**config.mk**
```make
export PLATFORM = sky130hd
export DESIGN_NAME = agex_stage_flat
export DESIGN_NICKNAME = d
export VERILOG_FILES = /design/src/rtl/agex_stage_pkg.sv /design/src/rtl/agex_stage_if.sv /design/src/rtl/agex_stage_alu.sv /design/src/rtl/agex_stage.sv /design/src/flat_wrapper.sv
export SDC_FILE = /design/constraint.sdc
export NUM_CORES = 1
export LEC_CHECK = 0
export ABC_AREA = 1
export CAP_MARGIN = 30
export CORE_UTILIZATION = 50
export DETAILED_ROUTE_END_ITERATION = 10
export GPL_TIMING_DRIVEN = 0
export MAX_ROUTING_LAYER = met4
export PLACE_DENSITY = 0.8
export SLEW_MARGIN = 5
export SYNTH_ARGS = -nofsm -noshare
export SYNTH_HDL_FRONTEND = slang
export SYNTH_SLANG_ARGS = --single-unit
```
**constraint.sdc**
```tcl
create_clock -name clk -period 2.7 [get_ports clk]
set_clock_uncertainty 0.2 [all_clocks]
set_input_delay 0.405 -clock clk [delete_from_list [all_inputs] [get_ports clk]]
set_output_delay 0.405 -clock clk [all_outputs]
set_load 0.01 [all_outputs]
```
**src/rtl/agex_stage_pkg.sv**
```systemverilog
// Shared definitions for the LC-3b AGEX stage: control-store bit map,
// field encodings and the MEM pipeline latch layout.
package agex_stage_pkg;

    localparam int DATA_W    = 16;
    localparam int AGEX_CS_W = 20;
    localparam int MEM_CS_W  = 11;

    // agex_cs bit positions
    localparam int CS_ADDR1MUX    = 19;
    localparam int CS_ADDR2MUX_HI = 18;
    localparam int CS_ADDR2MUX_LO = 17;
    localparam int CS_LSHF1       = 16;
    localparam int CS_ADDRESSMUX  = 15;
    localparam int CS_SR2MUX      = 14;
    localparam int CS_ALUK_HI     = 13;
    localparam int CS_ALUK_LO     = 12;
    localparam int CS_RESULTMUX   = 11;
    localparam int CS_BR_OP       = 10;
    localparam int CS_UNCOND_OP   = 9;
    localparam int CS_TRAP_OP     = 8;
    localparam int CS_BR_STALL    = 7;
    localparam int CS_DCACHE_EN   = 6;
    localparam int CS_DCACHE_RW   = 5;
    localparam int CS_DATA_SIZE   = 4;
    localparam int CS_DRVMUX_HI   = 3;
    localparam int CS_DRVMUX_LO   = 2;
    localparam int CS_LD_REG      = 1;
    localparam int CS_LD_CC       = 0;

    typedef enum logic [1:0] {
        ALUK_ADD   = 2'b00,
        ALUK_AND   = 2'b01,
        ALUK_XOR   = 2'b10,
        ALUK_PASSB = 2'b11
    } aluk_e;

    typedef enum logic [1:0] {
        ADDR2_ZERO  = 2'b00,
        ADDR2_OFF6  = 2'b01,
        ADDR2_OFF9  = 2'b10,
        ADDR2_OFF11 = 2'b11
    } addr2mux_e;

    typedef enum logic [1:0] {
        SHF_LSHF   = 2'b00,
        SHF_RSHFL0 = 2'b01,
        SHF_RSHFL1 = 2'b10,
        SHF_RSHFA  = 2'b11
    } shf_e;

    typedef struct packed {
        logic [DATA_W-1:0]   npc;
        logic [DATA_W-1:0]   ir;
        logic [DATA_W-1:0]   address;
        logic [DATA_W-1:0]   alu_result;
        logic [MEM_CS_W-1:0] cs;
        logic [2:0]          cc;
        logic [2:0]          drid;
        logic                v;
    } mem_latch_t;

endpackage

```
**src/rtl/agex_stage_if.sv**
```systemverilog
// AGEX input latches (from decode) and MEM output latches bundled as one bus.
interface agex_stage_if;
    import agex_stage_pkg::*;

    logic [DATA_W-1:0]    agex_npc;
    logic [DATA_W-1:0]    agex_ir;
    logic [AGEX_CS_W-1:0] agex_cs;
    logic [DATA_W-1:0]    agex_sr1;
    logic [DATA_W-1:0]    agex_sr2;
    logic [2:0]           agex_cc;
    logic [2:0]           agex_drid;
    logic                 agex_v;

    logic [DATA_W-1:0]    mem_npc;
    logic [DATA_W-1:0]    mem_ir;
    logic [DATA_W-1:0]    mem_address;
    logic [DATA_W-1:0]    mem_alu_result;
    logic [MEM_CS_W-1:0]  mem_cs;
    logic [2:0]           mem_cc;
    logic [2:0]           mem_drid;
    logic                 mem_v;

    // Upstream side: supplies AGEX latches, observes MEM latches
    modport master (
        output agex_npc, agex_ir, agex_cs, agex_sr1, agex_sr2, agex_cc, agex_drid, agex_v,
        input  mem_npc, mem_ir, mem_address, mem_alu_result, mem_cs, mem_cc, mem_drid, mem_v
    );

    // Stage side
    modport slave (
        input  agex_npc, agex_ir, agex_cs, agex_sr1, agex_sr2, agex_cc, agex_drid, agex_v,
        output mem_npc, mem_ir, mem_address, mem_alu_result, mem_cs, mem_cc, mem_drid, mem_v
    );
endinterface

```
**src/rtl/agex_stage_alu.sv**
```systemverilog
// Combinational ALU, barrel shifter and result select for the AGEX stage.
module agex_alu
    import agex_stage_pkg::*;
(
    input  logic [DATA_W-1:0] sr1_i,
    input  logic [DATA_W-1:0] sr2_i,
    input  logic [5:0]        ir_i,
    input  logic              sr2mux_i,
    input  aluk_e             aluk_i,
    input  logic              resultmux_i,
    output logic [DATA_W-1:0] result_o
);

    logic [DATA_W-1:0]        b_opnd;
    logic [DATA_W-1:0]        alu_out;
    logic [DATA_W-1:0]        shf_out;
    logic signed [DATA_W-1:0] sr1_s;

    assign sr1_s = $signed(sr1_i);

    // ALU: second operand is either the 5-bit immediate or SR2
    always_comb begin
        b_opnd = sr2mux_i ? {{(DATA_W-5){ir_i[4]}}, ir_i[4:0]} : sr2_i;
        alu_out = '0;
        case (aluk_i)
            ALUK_ADD:   alu_out = sr1_i + b_opnd;
            ALUK_AND:   alu_out = sr1_i & b_opnd;
            ALUK_XOR:   alu_out = sr1_i ^ b_opnd;
            ALUK_PASSB: alu_out = b_opnd;
            default:    alu_out = '0;
        endcase
    end

    // Shifter: IR[5:4] picks the shift kind, both 01 and 10 are logical right
    always_comb begin
        shf_out = '0;
        case (shf_e'(ir_i[5:4]))
            SHF_LSHF:   shf_out = sr1_i << ir_i[3:0];
            SHF_RSHFL0: shf_out = sr1_i >> ir_i[3:0];
            SHF_RSHFL1: shf_out = sr1_i >> ir_i[3:0];
            SHF_RSHFA:  shf_out = $unsigned(sr1_s >>> ir_i[3:0]);
            default:    shf_out = '0;
        endcase
    end

    assign result_o = resultmux_i ? alu_out : shf_out;

endmodule

```
**src/rtl/agex_stage.sv**
```systemverilog
// LC-3b AGEX stage: address generation, ALU/shift execute and the MEM latches.
module agex_stage
    import agex_stage_pkg::*;
(
    input  logic         clk,
    input  logic         rst_n,
    input  logic         mem_stall,
    input  logic         v_mem_br_stall,
    agex_stage_if.slave  bus,
    output logic         v_agex_ld_reg,
    output logic         v_agex_ld_cc,
    output logic         v_agex_br_stall
);

    logic [DATA_W-1:0] addr1;
    logic [DATA_W-1:0] addr2;
    logic [DATA_W-1:0] address;
    logic [DATA_W-1:0] alu_result;
    logic [DATA_W-1:0] ir;
    mem_latch_t        mem_d;
    mem_latch_t        mem_q;

    assign ir = bus.agex_ir;

    // Dependency/stall signals back to fetch and decode
    assign v_agex_ld_reg   = bus.agex_v & bus.agex_cs[CS_LD_REG];
    assign v_agex_ld_cc    = bus.agex_v & bus.agex_cs[CS_LD_CC];
    assign v_agex_br_stall = bus.agex_v & bus.agex_cs[CS_BR_STALL];

    // Address adder: base select, offset select with optional word scaling
    always_comb begin
        addr1 = bus.agex_cs[CS_ADDR1MUX] ? bus.agex_sr1 : bus.agex_npc;
        addr2 = '0;
        case (addr2mux_e'(bus.agex_cs[CS_ADDR2MUX_HI:CS_ADDR2MUX_LO]))
            ADDR2_ZERO:  addr2 = '0;
            ADDR2_OFF6:  addr2 = {{(DATA_W-6){ir[5]}}, ir[5:0]};
            ADDR2_OFF9:  addr2 = {{(DATA_W-9){ir[8]}}, ir[8:0]};
            ADDR2_OFF11: addr2 = {{(DATA_W-11){ir[10]}}, ir[10:0]};
            default:     addr2 = '0;
        endcase
        if (bus.agex_cs[CS_LSHF1]) begin
            addr2 = addr2 << 1;
        end
        // Trap vector path: zero-extended 8-bit vector scaled to a word address
        address = bus.agex_cs[CS_ADDRESSMUX] ? (addr1 + addr2)
                                             : {{(DATA_W-9){1'b0}}, ir[7:0], 1'b0};
    end

    agex_alu u_alu (
        .sr1_i       (bus.agex_sr1),
        .sr2_i       (bus.agex_sr2),
        .ir_i        (ir[5:0]),
        .sr2mux_i    (bus.agex_cs[CS_SR2MUX]),
        .aluk_i      (aluk_e'(bus.agex_cs[CS_ALUK_HI:CS_ALUK_LO])),
        .resultmux_i (bus.agex_cs[CS_RESULTMUX]),
        .result_o    (alu_result)
    );

    // Next MEM latch contents: hold on a dcache stall, else load and squash V on a MEM branch
    always_comb begin
        mem_d = mem_q;
        if (!mem_stall) begin
            mem_d.npc        = bus.agex_npc;
            mem_d.ir         = bus.agex_ir;
            mem_d.address    = address;
            mem_d.alu_result = alu_result;
            mem_d.cs         = bus.agex_cs[MEM_CS_W-1:0];
            mem_d.cc         = bus.agex_cc;
            mem_d.drid       = bus.agex_drid;
            mem_d.v          = bus.agex_v & ~v_mem_br_stall;
        end
    end

    // MEM pipeline latches, cleared asynchronously
    always_ff @(posedge clk or negedge rst_n) begin
        if (!rst_n) begin
            mem_q <= '0;
        end else begin
            mem_q <= mem_d;
        end
    end

    assign bus.mem_npc        = mem_q.npc;
    assign bus.mem_ir         = mem_q.ir;
    assign bus.mem_address    = mem_q.address;
    assign bus.mem_alu_result = mem_q.alu_result;
    assign bus.mem_cs         = mem_q.cs;
    assign bus.mem_cc         = mem_q.cc;
    assign bus.mem_drid       = mem_q.drid;
    assign bus.mem_v          = mem_q.v;

endmodule
```
**src/flat_wrapper.sv**
```systemverilog
// flat-port wrapper written by rule: the top's interface ports become plain ports
module agex_stage_flat import agex_stage_pkg::*;
  (clk, rst_n, mem_stall, v_mem_br_stall, v_agex_ld_reg, v_agex_ld_cc, v_agex_br_stall, bus_agex_npc, bus_agex_ir, bus_agex_cs, bus_agex_sr1, bus_agex_sr2, bus_agex_cc, bus_agex_drid, bus_agex_v, bus_mem_npc, bus_mem_ir, bus_mem_address, bus_mem_alu_result, bus_mem_cs, bus_mem_cc, bus_mem_drid, bus_mem_v);
  agex_stage_if bus_i ();
  input  logic clk;
  input  logic rst_n;
  input  logic mem_stall;
  input  logic v_mem_br_stall;
  output logic v_agex_ld_reg;
  output logic v_agex_ld_cc;
  output logic v_agex_br_stall;
  input wire logic [$bits(bus_i.agex_npc)-1:0] bus_agex_npc;
  input wire logic [$bits(bus_i.agex_ir)-1:0] bus_agex_ir;
  input wire logic [$bits(bus_i.agex_cs)-1:0] bus_agex_cs;
  input wire logic [$bits(bus_i.agex_sr1)-1:0] bus_agex_sr1;
  input wire logic [$bits(bus_i.agex_sr2)-1:0] bus_agex_sr2;
  input wire logic [$bits(bus_i.agex_cc)-1:0] bus_agex_cc;
  input wire logic [$bits(bus_i.agex_drid)-1:0] bus_agex_drid;
  input wire logic [$bits(bus_i.agex_v)-1:0] bus_agex_v;
  output wire logic [$bits(bus_i.mem_npc)-1:0] bus_mem_npc;
  output wire logic [$bits(bus_i.mem_ir)-1:0] bus_mem_ir;
  output wire logic [$bits(bus_i.mem_address)-1:0] bus_mem_address;
  output wire logic [$bits(bus_i.mem_alu_result)-1:0] bus_mem_alu_result;
  output wire logic [$bits(bus_i.mem_cs)-1:0] bus_mem_cs;
  output wire logic [$bits(bus_i.mem_cc)-1:0] bus_mem_cc;
  output wire logic [$bits(bus_i.mem_drid)-1:0] bus_mem_drid;
  output wire logic [$bits(bus_i.mem_v)-1:0] bus_mem_v;
  assign bus_i.agex_npc = bus_agex_npc;
  assign bus_i.agex_ir = bus_agex_ir;
  assign bus_i.agex_cs = bus_agex_cs;
  assign bus_i.agex_sr1 = bus_agex_sr1;
  assign bus_i.agex_sr2 = bus_agex_sr2;
  assign bus_i.agex_cc = bus_agex_cc;
  assign bus_i.agex_drid = bus_agex_drid;
  assign bus_i.agex_v = bus_agex_v;
  assign bus_mem_npc = bus_i.mem_npc;
  assign bus_mem_ir = bus_i.mem_ir;
  assign bus_mem_address = bus_i.mem_address;
  assign bus_mem_alu_result = bus_i.mem_alu_result;
  assign bus_mem_cs = bus_i.mem_cs;
  assign bus_mem_cc = bus_i.mem_cc;
  assign bus_mem_drid = bus_i.mem_drid;
  assign bus_mem_v = bus_i.mem_v;
  agex_stage u_core (.clk(clk), .rst_n(rst_n), .mem_stall(mem_stall), .v_mem_br_stall(v_mem_br_stall), .bus(bus_i), .v_agex_ld_reg(v_agex_ld_reg), .v_agex_ld_cc(v_agex_ld_cc), .v_agex_br_stall(v_agex_br_stall));
endmodule
```
======== Word-level counts from Yosys, hierarchy flattened ========
Index checks and enable logic that the tools add are counted.
cells by class
  add/subtract/negate cells ............... 2
  eq/ne operators ......................... 9
  shift operators ......................... 3
  muxes and demuxes ....................... 8
  bitwise gates (word level) .............. 7
  reduce and logical (&&, ||, !) cells .... 4
operator list
  kind                                                             number
  16-bit one-hot mux with 4 select lines                           2
  16-bit two-way mux                                               5
  16-bit one-hot mux with 3 select lines                           1
  16-bit adder                                                     2
  16-bit AND                                                       1
  16-bit by 4-bit left shift with 16-bit output                    1
  16-bit by 4-bit right shift with 16-bit output                   1
  16-bit by 4-bit >>> shifter with 16-bit output                   1
  16-bit XOR                                                       1
  2-bit == test, second input constant                             6
  2-bit by 1-bit == test with 1-bit output, second input constant  3
  2-bit zero test                                                  3
  1-bit AND                                                        4
  2-bit OR reduction                                               1
  1-bit inverter                                                   1
word-level totals
  flip-flop bits (word level) ............. 82
  input port bits ......................... 95
  output and inout port bits .............. 85
  logic and storage cells ................. 41

======== Longest topological paths before layout ========
Gate-level depths: netlist (run 1).
  word-level depth ........................ 5
  depth in mapped cells ................... 19
  depth with buffers taken out ............ 18

======== Hierarchy ========
Synthesis (run 1) repeated with hierarchy kept, for this count alone.
second synthesis, totals
  cell total of the unflattened synthesis .. 1233
  area, all modules ....................... 7398.3 um2
modules (own cells, without submodules)
  module      instances  cells an instance  area each (um2)  sequential area each (um2)
  agex_stage  1          625                4489.3           2052.0
  agex_alu    1          608                2909.0           0.0

======== Worst setup path before layout (run 1) ========
No wires, ideal clock.
  path type ............................... in2reg
  from .................................... in bus_agex_cs[14]
  to ...................................... reg u_core.mem_q, in the netlist u_core.bus.mem_alu_result[14]
  library setup time ...................... 0.116 ns
  arrival time ............................ 2.658 ns
  data required time ...................... 2.384 ns
  setup slack ............................. -0.274 ns
  cell stages on the path ................. 18
  buffers on the path ..................... 1
  cells stage by stage .................... clkinv_1 clkbuf_1 o21ai_0 ha_1 inv_1 fa_1 nand3b_1 nand2_1 nand2_1 nand2_1 nand2_1 or2_2 nand2_1 nand2_1 nand3_1 nand2_1 nand2_1 nand2_1
between the ends
  word-level cells in the longest chain between the ends .. 4
  elaborated cells between the ends (all ways) .. 6
  classes of those cells .................. add/sub (1); mux (3); bitwise (2)
ends and longest elaborated chain
  element                                   line                  source
  start: declaration                        flat_wrapper.sv:14    input wire logic [$bits(bus_i.agex_cs)-1:0] bus_agex_cs;
  16-bit two-way mux *                      agex_stage_alu.sv:23  b_opnd = sr2mux_i ? {{(DATA_W-5){ir_i[4]}}, ir_i[4:0]} : sr2_i;
  16-bit adder (tied with other cells)      agex_stage_alu.sv:26  ALUK_ADD: alu_out = sr1_i + b_opnd;
  16-bit one-hot mux with 4 select lines *  agex_stage_alu.sv:25  case (aluk_i)
  16-bit two-way mux *                      agex_stage_alu.sv:46  assign result_o = resultmux_i ? alu_out : shf_out;
  end signal: assignment                    agex_stage.sv:79      mem_q <= mem_d;
  end: declaration                          agex_stage.sv:21      mem_latch_t mem_q;
Every way passes the cells marked *; elsewhere a longest branch is shown, timed or not.
A chain may end at the register's enable or synchronous reset.

======== Final worst setup path (run 1) ========
  from .................................... in bus_agex_sr1[2]
  to ...................................... reg u_core.mem_q, in the netlist u_core.bus.mem_address[15]
between the ends
  word-level cells in the longest chain between the ends .. 3
ends and longest elaborated chain
  element             line                source
  start: declaration  flat_wrapper.sv:15  input wire logic [$bits(bus_i.agex_sr1)-1:0] bus_agex_sr1;
  16-bit two-way mux  agex_stage.sv:32    addr1 = bus.agex_cs[CS_ADDR1MUX] ? bus.agex_sr1 : bus.agex_npc;
  16-bit adder        agex_stage.sv:45    address = bus.agex_cs[CS_ADDRESSMUX] ? (addr1 + addr2)
  16-bit two-way mux  agex_stage.sv:45
Every way passes these cells.

==> impl_metrics.env, run 1 <==
export IMPL_hold_viol_final=0
export IMPL_hold_path_class="register to register"
export IMPL_netlist_area_mm2=0.00708
export IMPL_preCtsSetupSlack_ns=-1.06
export IMPL_layout_setup_ws_ns=0.0315
export IMPL_synth_seq_cells=82
export IMPL_holdPathEnd="u_core.bus.mem_address[9]"
export IMPL_drv_cap=0
export IMPL_gp_congestion=1.06
export IMPL_worstHoldStart="u_core.bus.mem_address[9]"
export IMPL_hpwl_mm=21.6
export IMPL_start_util_pct=51.2
export IMPL_netlist_top_cells_area="dfrtp_1, nand2_1, o21ai_0"
export IMPL_r2r_end="u_core.bus.mem_address[0]"
export IMPL_synth_top_area_cell="dfrtp_1"
export IMPL_rr_worst_depth=1
export IMPL_synth_nets=1292
export IMPL_critPathKind="primary input to register"
export IMPL_grt_usage_pct=39.5
export IMPL_die_w_um=121
export IMPL_cpMaxStageDelayCell="clkdlybuf4s50_1"
export IMPL_tightestPinTransition_ns=0.706
export IMPL_p_leak_nw=4.86
export IMPL_fp_dieArea_mm2=0.0146
export IMPL_drive_gt1_share_pct=7.17
export IMPL_port_buffers=177
export IMPL_syn_inst=1162
export IMPL_clkSinkCount=82
export IMPL_clk_pin_slew_worst_paths_ns=0.07
export IMPL_wl_per_cell_um=17.6
export IMPL_row_count=43
export IMPL_design_power_total_mw=4.49
export IMPL_overflow=0
export IMPL_fin_cells=1548
export IMPL_viasPerCell=5.67
export IMPL_finalMaxSlewViolations=0
export IMPL_ant_nets=0
export IMPL_vias=8777
export IMPL_core_area_mm2=0.0138
export IMPL_period_needed_ns=2.67
export IMPL_max_stage_delay_ns=0.61
export IMPL_drt_iter0_drc=884
export IMPL_postLayoutCellArea_mm2=0.00969
export IMPL_worstPathArrival_ns=2.71
export IMPL_dr_pass1_iters=5
export IMPL_maxSlewHeadroom_pct=52.9
export IMPL_syn_area_per_cell_um2=6.09
export IMPL_clockRootBuffer="clkbuf_16"
export IMPL_tritoncts="done"
export IMPL_crit_path_end_kind="register"
export IMPL_htree_levels=3
export IMPL_finalNetCount=1492
export IMPL_outcome="complete, no violations"
export IMPL_antenna_found_initial=1
export IMPL_fmax_mhz=375
export IMPL_final_core_util_pct=70.1
export IMPL_synth_top_cells_by_count="nand2_1, inv_1, o21ai_0"
export IMPL_fin_crit_sh_pct=98.8
export IMPL_power_density_mw_per_mm2=463
export IMPL_yosysWarnings=0
export IMPL_grt_pass1_vias=8318
export IMPL_vdd_drop_max_v=0.000301
export IMPL_synth_distinct_cells=41
export IMPL_netlist_area_leader_share_pct=29.0
export IMPL_critical_path_max_fanout=4
export IMPL_io_pins=180
export IMPL_clockBufferDepth=2
export IMPL_crit_chain="clkdlybuf4s50_1 > nand2_1 > o21ai_0 > ha_1 > nand3_1 > a31oi_1 > nor2_2 > o21ai_2 > nand3_1 > nand2_1 > nand2_1 > nand3_1 > nand2_1"
export IMPL_syn_to_final_growth_pct=37.0
export IMPL_r2r_slack_ns=1.75
export IMPL_whs_path_depth=2
export IMPL_clk_latency_ns=0.35
export IMPL_cts_buffers=9
export IMPL_startpoint_type="primary input"
export IMPL_route_detailed_drc=0
export IMPL_synthFlopType="dfrtp_1"
export IMPL_setup_violations=0
export IMPL_synth_async_sr_flop_share_pct=100
export IMPL_ys_seq_area_share_pct=29.0
export IMPL_cpMostUsedCell="nand2_1"
export IMPL_rsz0062_at_grt="true"
export IMPL_grt_max_degree=64
export IMPL_placed_cells=1520
export IMPL_routed_wl_mm=27.3
export IMPL_grt_pass1_wl_mm=43.2
export IMPL_synth_edf_count=0
export IMPL_crit_required_ns=2.74
export IMPL_placed_area_mm2=0.00912
export IMPL_synth_most_common_cell="nand2_1"
export IMPL_die_y_um=121
export IMPL_r2r_start="u_core.bus.mem_address[0]"
-- how the worst max path moves through the flow --
stage / startpoint / endpoint / slack (ns) / depth (start not counted)
6_report: bus_agex_sr1[2] / u_core.bus.mem_address[15] / 0.03 / 13
5_1_grt: bus_agex_cs[18] / u_core.bus.mem_address[14] / -0.04 / 17
4_1_cts: bus_agex_cs[17] / u_core.bus.mem_address[13] / 0.003 / 16
3_5_place_dp: bus_agex_ir[2] / u_core.bus.mem_address[15] / -1.06 / 17
3_3_place_gp: rst_n / u_core.bus.mem_alu_result[14] / -1.83 / 1
2_1_floorplan: bus_agex_cs[14] / u_core.bus.mem_alu_result[14] / 0.01 / 18
-- registers in the layout (all words and copies together) (netlist names) --
name                       cells
u_core.bus.mem_npc            16
u_core.bus.mem_address        16
u_core.bus.mem_ir             16
u_core.bus.mem_drid            3
u_core.bus.mem_alu_result     16
u_core.bus.mem_v               1
u_core.bus.mem_cs             11
u_core.bus.mem_cc              3
-- layer usage --
metal	vias up	track usage [%]	routed length (µm)
met5	-	-	0
met1	4020	50.5	11300
met4	0	19.8	1260
met3	99	7.57	2540
met2	477	59.6	12100
li1	4181	-	-
-- cells by family (layout without fill, tap and decap cells) --
group	after synthesis	in the layout	synth area share, %
AO/OA/AOI/OAI	232	232	18.2
XOR/XNOR	12	12	1.48
adder cells (fa/ha/maj)	35	35	6.40
buffers and inverters	151	356	8.40
flip-flops	82	82	29.0
other	0	1	0
AND/OR/NAND/NOR	650	650	36.5
-- power breakdown --
part / switching [mW] / internal, mW / leakage, nW
Sequential: 0.0760 / 1.37 / 1.01
Clock: 0.583 / 0.653 / 0.143
Combinational: 1.03 / 0.775 / 3.71
-- per-stage QoR --
stage	setup TNS (ns)	hold slack, ns
6_report	0	0.277
5_1_grt	-0.0732	0.299
4_1_cts	0	0.282
3_5_place_dp	-20.08	0.117
3_3_place_gp	-169.09	0.261
2_1_floorplan	0	-0.0906
-- placed cells by master (no fill, tap or decap), drive strengths merged, types with 6 or more instances in the layout --
cell type,count
clkbuf,39
o21ai,121
xor2,7
o211ai,8
a21oi,61
dlymetal6s2s,6
dfrtp,82
nand2,485
nor3,6
buf,36
clkdlybuf4s50,161
nor2,70
ha,33
nand3,73
inv,104
-- repair_timing --
| action | in CTS | in global routing |
|---|---|---|
| endpoints found under the hold margin | 19 | 0 |
| endpoints found under the setup margin | 27 | 24 |
| gates resized for setup | 52 | 57 |
| pin swaps | 4 | 6 |
| setup buffers | 8 | 6 |
| hold buffers | 1 | 0 |
| cloned | 0 | 0 |
-- worst max-delay path, delay by kind of cell --
kind                       cells  cell delay (ns)
and+or+nand+nor                8             0.78
AOI/OAI and AO/OA              3             0.53
buffers and inverters          1             0.61
adders and majority gates      1             0.37
-- final cells by class --
| type | instances | area, µm² |
|---|---|---|
| Antenna cell | 1 | 2.50 |
| Buffer | 46 | 234 |
| Clock buffer | 9 | 225 |
| Clock inverter | 7 | 67.6 |
| Fill cell | 1242 | 4130 |
| Inverter | 101 | 390 |
| Multi-Input combinational cell | 929 | 4590 |
| Sequential cell | 82 | 2050 |
| Tap cell | 180 | 225 |
| Timing Repair Buffer | 193 | 1910 |
Note: power is estimated with default switching activity, not from simulation.
==> inputs of run 2 (changes only) <==
--- a/config.mk
+++ b/config.mk
@@ -7,6 +7,7 @@
 export LEC_CHECK = 0
 export ABC_AREA = 1
 export CAP_MARGIN = 30
+export CORE_MARGIN = 1.5
 export CORE_UTILIZATION = 50
 export DETAILED_ROUTE_END_ITERATION = 10
 export GPL_TIMING_DRIVEN = 0
==> run 2 against run 1 <==
Via count up 0.34%; largest cell class unchanged; die area grew 1.7%; hold slack got worse by 0.0019 ns; largest power group unchanged; cell area hardly changed; combinational power barely moved; maximum frequency rose by 0.95%.
==> impl_metrics.env, run 2 (synthesis results as in run 1) <==
export IMPL_fmax_mhz=378
export IMPL_ant_nets=0
export IMPL_finalNetCount=1490
export IMPL_antenna_found_initial=0
export IMPL_cp_num_buf_inv=2
export IMPL_critical_path_max_fanout=7
export IMPL_hpwl_mm=21.4
export IMPL_viasPerCell=5.70
export IMPL_max_stage_delay_ns=0.50
export IMPL_crit_required_ns=2.74
export IMPL_rsz0062_at_grt="true"
export IMPL_tritoncts="done"
export IMPL_syn_to_final_growth_pct=37.0
export IMPL_clockRootBuffer="clkbuf_16"
export IMPL_htree_levels=3
export IMPL_cts_buffers=9
export IMPL_mostFrequentLayoutCell="nand2_1"
export IMPL_io_pins=180
export IMPL_startpoint_type="primary input"
export IMPL_die_w_um=122
export IMPL_holdWs_ns=0.276
export IMPL_dr_pass1_iters=6
export IMPL_grt_pass1_wl_mm=42.0
export IMPL_drt_iter0_drc=874
export IMPL_cpMostUsedCell="nand2_1"
export IMPL_outcome="complete, no violations"
export IMPL_vdd_drop_max_v=0.000265
export IMPL_fp_dieArea_mm2=0.0149
export IMPL_design_power_total_mw=4.55
export IMPL_start_util_pct=51.2
export IMPL_crit_chain="clkdlybuf4s50_1 > inv_1 > o21ai_0 > ha_2 > nand2_1 > nand2_1 > o21ai_0 > and3_1 > nand3b_1 > nand3_1 > nand2_1"
export IMPL_period_needed_ns=2.64
export IMPL_overflow=0
export IMPL_setup_violations=0
export IMPL_port_buffers=177
export IMPL_grt_pass1_vias=8110
export IMPL_critPathKind="primary input to register"
export IMPL_hold_path_class="primary input to asynchronous set/reset pin"
export IMPL_clk_latency_ns=0.35
export IMPL_fin_crit_sh_pct=97.9
export IMPL_clk_pin_slew_worst_paths_ns=0.07
export IMPL_tightestPinTransition_ns=0.732
export IMPL_route_detailed_drc=0
export IMPL_critical_path_top_delay_family="simple AND/OR/NAND/NOR gates"
export IMPL_r2r_start="u_core.bus.mem_address[0]"
export IMPL_vias=8807
export IMPL_die_y_um=122
export IMPL_crit_start="bus_agex_npc[10]"
export IMPL_row_count=43
export IMPL_layout_common_cells="nand2_1, clkdlybuf4s50_1, inv_1, dfrtp_1, o21ai_0"
export IMPL_grt_max_degree=64
export IMPL_clkSinkCount=82
export IMPL_wl_per_cell_um=17.8
export IMPL_hold_viol_final=0
export IMPL_worstPathArrival_ns=2.69
export IMPL_power_density_mw_per_mm2=469
export IMPL_grt_usage_pct=38.0
export IMPL_gp_congestion=1.08
export IMPL_routed_wl_mm=27.5
export IMPL_finalMaxSlewViolations=0
export IMPL_p_leak_nw=4.85
export IMPL_crit_path_end_kind="register"
export IMPL_clockBufferDepth=2
export IMPL_drv_cap=0
export IMPL_drive_gt1_share_pct=6.74
export IMPL_maxSlewHeadroom_pct=51.2
export IMPL_cpMaxStageDelayCell="o21ai_0"
export IMPL_insertedDiodeCount=0
export IMPL_core_area_mm2=0.0138
run 2: changes by cell type in the layout (fill, tap and decap cells not counted), sizes merged, moves of 2 or more:
| cell | delta |
|---|---|
| buf | -3 |
| dlygate4sd2 | -2 |
| inv | -2 |
| clkinv | +2 |
| clkdlybuf4s15 | +2 |
run 2: report_power, final:
group | internal (mW) | switching, mW | total (mW)
clock network | 0.733 | 0.556 | 1.29
registers | 1.37 | 0.0791 | 1.45
logic | 0.781 | 1.04 | 1.82
total | 2.88 | 1.67 | 4.55
run 2: per-stage QoR:
step	util, %	instance area, µm²	setup WS [ns]	TNS [ns]	instances
2_1_floorplan	-	7100	0.00990	0	1162
3_3_place_gp	65.8	9090	-1.87	-171.58	1519
3_5_place_dp	66.0	9120	-1.05	-18.92	1520
4_1_cts	69.2	9570	-0.0375	-0.0375	1540
5_1_grt	70.1	9700	-0.0423	-0.0843	1545
6_report	70.1	9700	0.0567	0	1545
run 2: per-layer routing:
layer	up-vias	share of wire [%]	track usage [%]
met5	-	0	-
met4	0	4.8	17.4
met3	92	8.8	4.96
met2	518	45	59.1
met1	4012	42	49.4
li1	4185	-	-
run 2: layout make-up:
class                           count  area (µm²)
Buffer                             46         244
Clock inverter                      7        81.3
Fill cell                        1239        4130
Tap cell                          180         225
Clock buffer                        9         225
Timing Repair Buffer              191        1900
Inverter                          101         393
Sequential cell                    82        2050
Multi-Input combinational cell    929        4580
run 2: path summary, 6_finish.rpt:
check	to	slack, ns	cells after the start
max	u_core.bus.mem_address[15]	0.06	11
min	u_core.bus.mem_address[11]	0.28	2
max reg2reg	u_core.bus.mem_address[0]	1.74	1
min reg2reg	u_core.bus.mem_address[8]	0.28	2
max in group asynchronous	u_core.bus.mem_cc[2]	1.42	3
min in group clk	u_core.bus.mem_address[8]	0.28	2
run 2: timing repair:
| item | in CTS | in global routing |
|---|---|---|
| hold buffers | 1 | 0 |
| resized for setup | 54 | 46 |
| buffers inserted | 6 | 6 |
| endpoints found under the hold margin | 19 | 0 |
| pin swaps | 5 | 7 |
| endpoints found under the setup margin | 25 | 20 |
==> inputs of run 3 (changes only) <==
--- a/config.mk
+++ b/config.mk
@@ -6,13 +6,14 @@
 export NUM_CORES = 1
 export LEC_CHECK = 0
 export ABC_AREA = 1
+export ABC_CLOCK_PERIOD_IN_PS = 2700
 export CAP_MARGIN = 30
 export CORE_MARGIN = 1.5
 export CORE_UTILIZATION = 50
 export DETAILED_ROUTE_END_ITERATION = 10
 export GPL_TIMING_DRIVEN = 0
 export MAX_ROUTING_LAYER = met4
-export PLACE_DENSITY = 0.8
+export PLACE_DENSITY = 0.87
 export SLEW_MARGIN = 5
 export SYNTH_ARGS = -nofsm -noshare
 export SYNTH_HDL_FRONTEND = slang
==> run 3 against run 2 <==
The run now ends with setup timing left; register-to-register slack lost 0.05 ns; global-route usage grew 3.4 points; non-clock buffer count is 3 higher; combinational power rose by 4%; final cell count increased by 0.26%; clock-buffer cell count stayed put; hold slack got worse by 0.025 ns; sequential cell count did not move; via count rose by 4.5%; sequential share of layout area down 0.16 points; highest routed layer unchanged.
==> impl_metrics.env, run 3 (synthesis results as in run 1) <==
export IMPL_route_detailed_drc=0
export IMPL_clkSinkCount=82
export IMPL_antenna_found_initial=0
export IMPL_core_area_mm2=0.0138
export IMPL_dr_pass1_iters=8
export IMPL_hold_path_class="primary input to register"
export IMPL_r2r_slack_ns=1.69
export IMPL_fp_dieArea_mm2=0.0149
export IMPL_clk_latency_ns=0.35
export IMPL_clockBufferDepth=2
export IMPL_design_power_total_mw=4.61
export IMPL_startpoint_type="primary input"
export IMPL_htree_levels=3
export IMPL_grt_use_met3_pct=6.55
export IMPL_placed_cells=1520
export IMPL_overflow=0
export IMPL_io_pins=180
export IMPL_port_buffers=177
export IMPL_fin_crit_sh_pct=103
export IMPL_r2r_start="u_core.bus.mem_address[6]"
export IMPL_wl_per_cell_um=19.6
export IMPL_finalNetCount=1494
export IMPL_grt_pass1_wl_mm=45.5
export IMPL_finalMaxSlewViolations=0
export IMPL_crit_required_ns=2.79
export IMPL_drt_iter0_drc=1402
export IMPL_fmax_mhz=358
export IMPL_gp_congestion=1.04
export IMPL_nFillCells=1128
export IMPL_grt_usage_pct=41.4
export IMPL_placed_area_mm2=0.00912
export IMPL_multi_input_area_mm2=0.00464
export IMPL_layout_common_cells="nand2_1, clkdlybuf4s50_1, inv_1, dfrtp_1, o21ai_0"
export IMPL_whs_path_depth=3
export IMPL_p_leak_nw=4.86
export IMPL_layout_setup_ws_ns=-0.0943
export IMPL_die_y_um=122
export IMPL_drv_cap=0
export IMPL_gr_usage_met2_pct=65.5
export IMPL_syn_to_final_growth_pct=38.0
export IMPL_insertedDiodeCount=0
export IMPL_seq_area_mm2=0.00205
export IMPL_grt_pass1_vias=8708
export IMPL_die_w_um=122
export IMPL_busiest_layer="met2"
export IMPL_power_density_mw_per_mm2=472
export IMPL_cts_buffers=9
export IMPL_violations="setup timing"
export IMPL_mostFrequentLayoutCell="nand2_1"
export IMPL_postLayoutCellArea_mm2=0.00977
export IMPL_maxSlewHeadroom_pct=40.8
export IMPL_grt_max_degree=66
export IMPL_period_needed_ns=2.79
export IMPL_start_util_pct=51.2
export IMPL_outcome="finished with violations"
export IMPL_rr_worst_depth=2
export IMPL_hpwl_mm=22.8
export IMPL_r2r_end="u_core.bus.mem_address[6]"
export IMPL_row_count=43
export IMPL_tightestPinTransition_ns=0.889
export IMPL_crit_path_end_kind="register"
export IMPL_tritoncts="done"
export IMPL_setup_violations=1
export IMPL_critical_path_max_fanout=7
export IMPL_use_met1_pct=48.1
export IMPL_fin_cells=1549
export IMPL_worstPathArrival_ns=2.89
export IMPL_holdPathEnd="u_core.bus.mem_ir[8]"
export IMPL_hold_viol_final=0
export IMPL_critPathKind="primary input to register"
export IMPL_clk_pin_slew_worst_paths_ns=0.07
export IMPL_ant_nets=0
export IMPL_clockRootBuffer="clkbuf_16"
export IMPL_drive_gt1_share_pct=8.25
export IMPL_routed_wl_mm=30.3
export IMPL_vias=9207
export IMPL_vdd_drop_max_v=0.000319
export IMPL_worstHoldStart="bus_agex_ir[8]"
export IMPL_viasPerCell=5.94
[run 3: what timing repair did]
item / 4_1_cts / 5_1_grt
pin swaps: 8 / 14
endpoints found under the setup margin: 25 / 25
hold buffers: 1 / 0
setup buffers: 11 / 4
gates cloned: 0 / 1
endpoints found under the hold margin: 17 / 0
gates resized for setup: 55 / 75
[run 3: power breakdown]
group	leakage, nW	internal (mW)	switching (mW)
clock	0.139	0.652	0.610
combinational	3.72	0.790	1.11
sequential	1.01	1.37	0.0826
total	4.86	2.81	1.80
[run 3: worst max path at each step]
stage / from / to / cells after the start
2_1_floorplan: bus_agex_cs[14] / u_core.bus.mem_alu_result[14] / 18
3_3_place_gp: rst_n / u_core.bus.mem_alu_result[1] / 1
3_5_place_dp: bus_agex_ir[0] / u_core.bus.mem_alu_result[14] / 19
4_1_cts: bus_agex_sr2[0] / u_core.bus.mem_alu_result[8] / 16
5_1_grt: bus_agex_ir[10] / u_core.bus.mem_address[15] / 15
6_report: bus_agex_ir[10] / u_core.bus.mem_address[15] / 15
[run 3: layer usage]
metal | up-vias | share of wire (%) | wire (µm)
met2 | 676 | 46 | 13900
met4 | 0 | 8.1 | 2450
li1 | 4194 | - | -
met5 | - | 0 | 0
met1 | 4143 | 36 | 10800
met3 | 194 | 10 | 3170
[run 3: final cells by class]
type                            instances  share of cell area (%)
Multi-Input combinational cell        929                    47.5
Sequential cell                        82                    21.0
Timing Repair Buffer                  194                    19.5
Inverter                              101                    4.07
Buffer                                 46                    2.51
Clock buffer                            9                    2.31
Tap cell                              180                    2.31
Clock inverter                          7                   0.730
Timing Repair inverter                  1                  0.0512
[run 3: metrics by stage]
step	TNS, ns	util (%)	hold slack [ns]	setup slack (ns)
finish	-0.0943	70.7	0.251	-0.0943
global route	-0.246	70.7	0.258	-0.221
CTS	-0.0820	69.4	0.283	-0.0402
detailed placement	-20.89	66.0	0.0980	-1.16
global placement	-164.74	65.8	0.261	-1.77
floorplan	0	-	-0.0906	0.00990
[run 3: worst max-delay path, cell delays in order]
cell and delay, ns:
clkdlybuf4s50_1 0.45, inv_1 0.07, o211ai_1 0.16, buf_4 0.19, nand2_1 0.07, nand2_1 0.11
ha_2 0.33, nand2_1 0.15, nand2_1 0.11, o21ai_1 0.17, and3_4 0.24, nand2_1 0.08
nand2_1 0.10, nand3_1 0.13, nand2_1 0.10
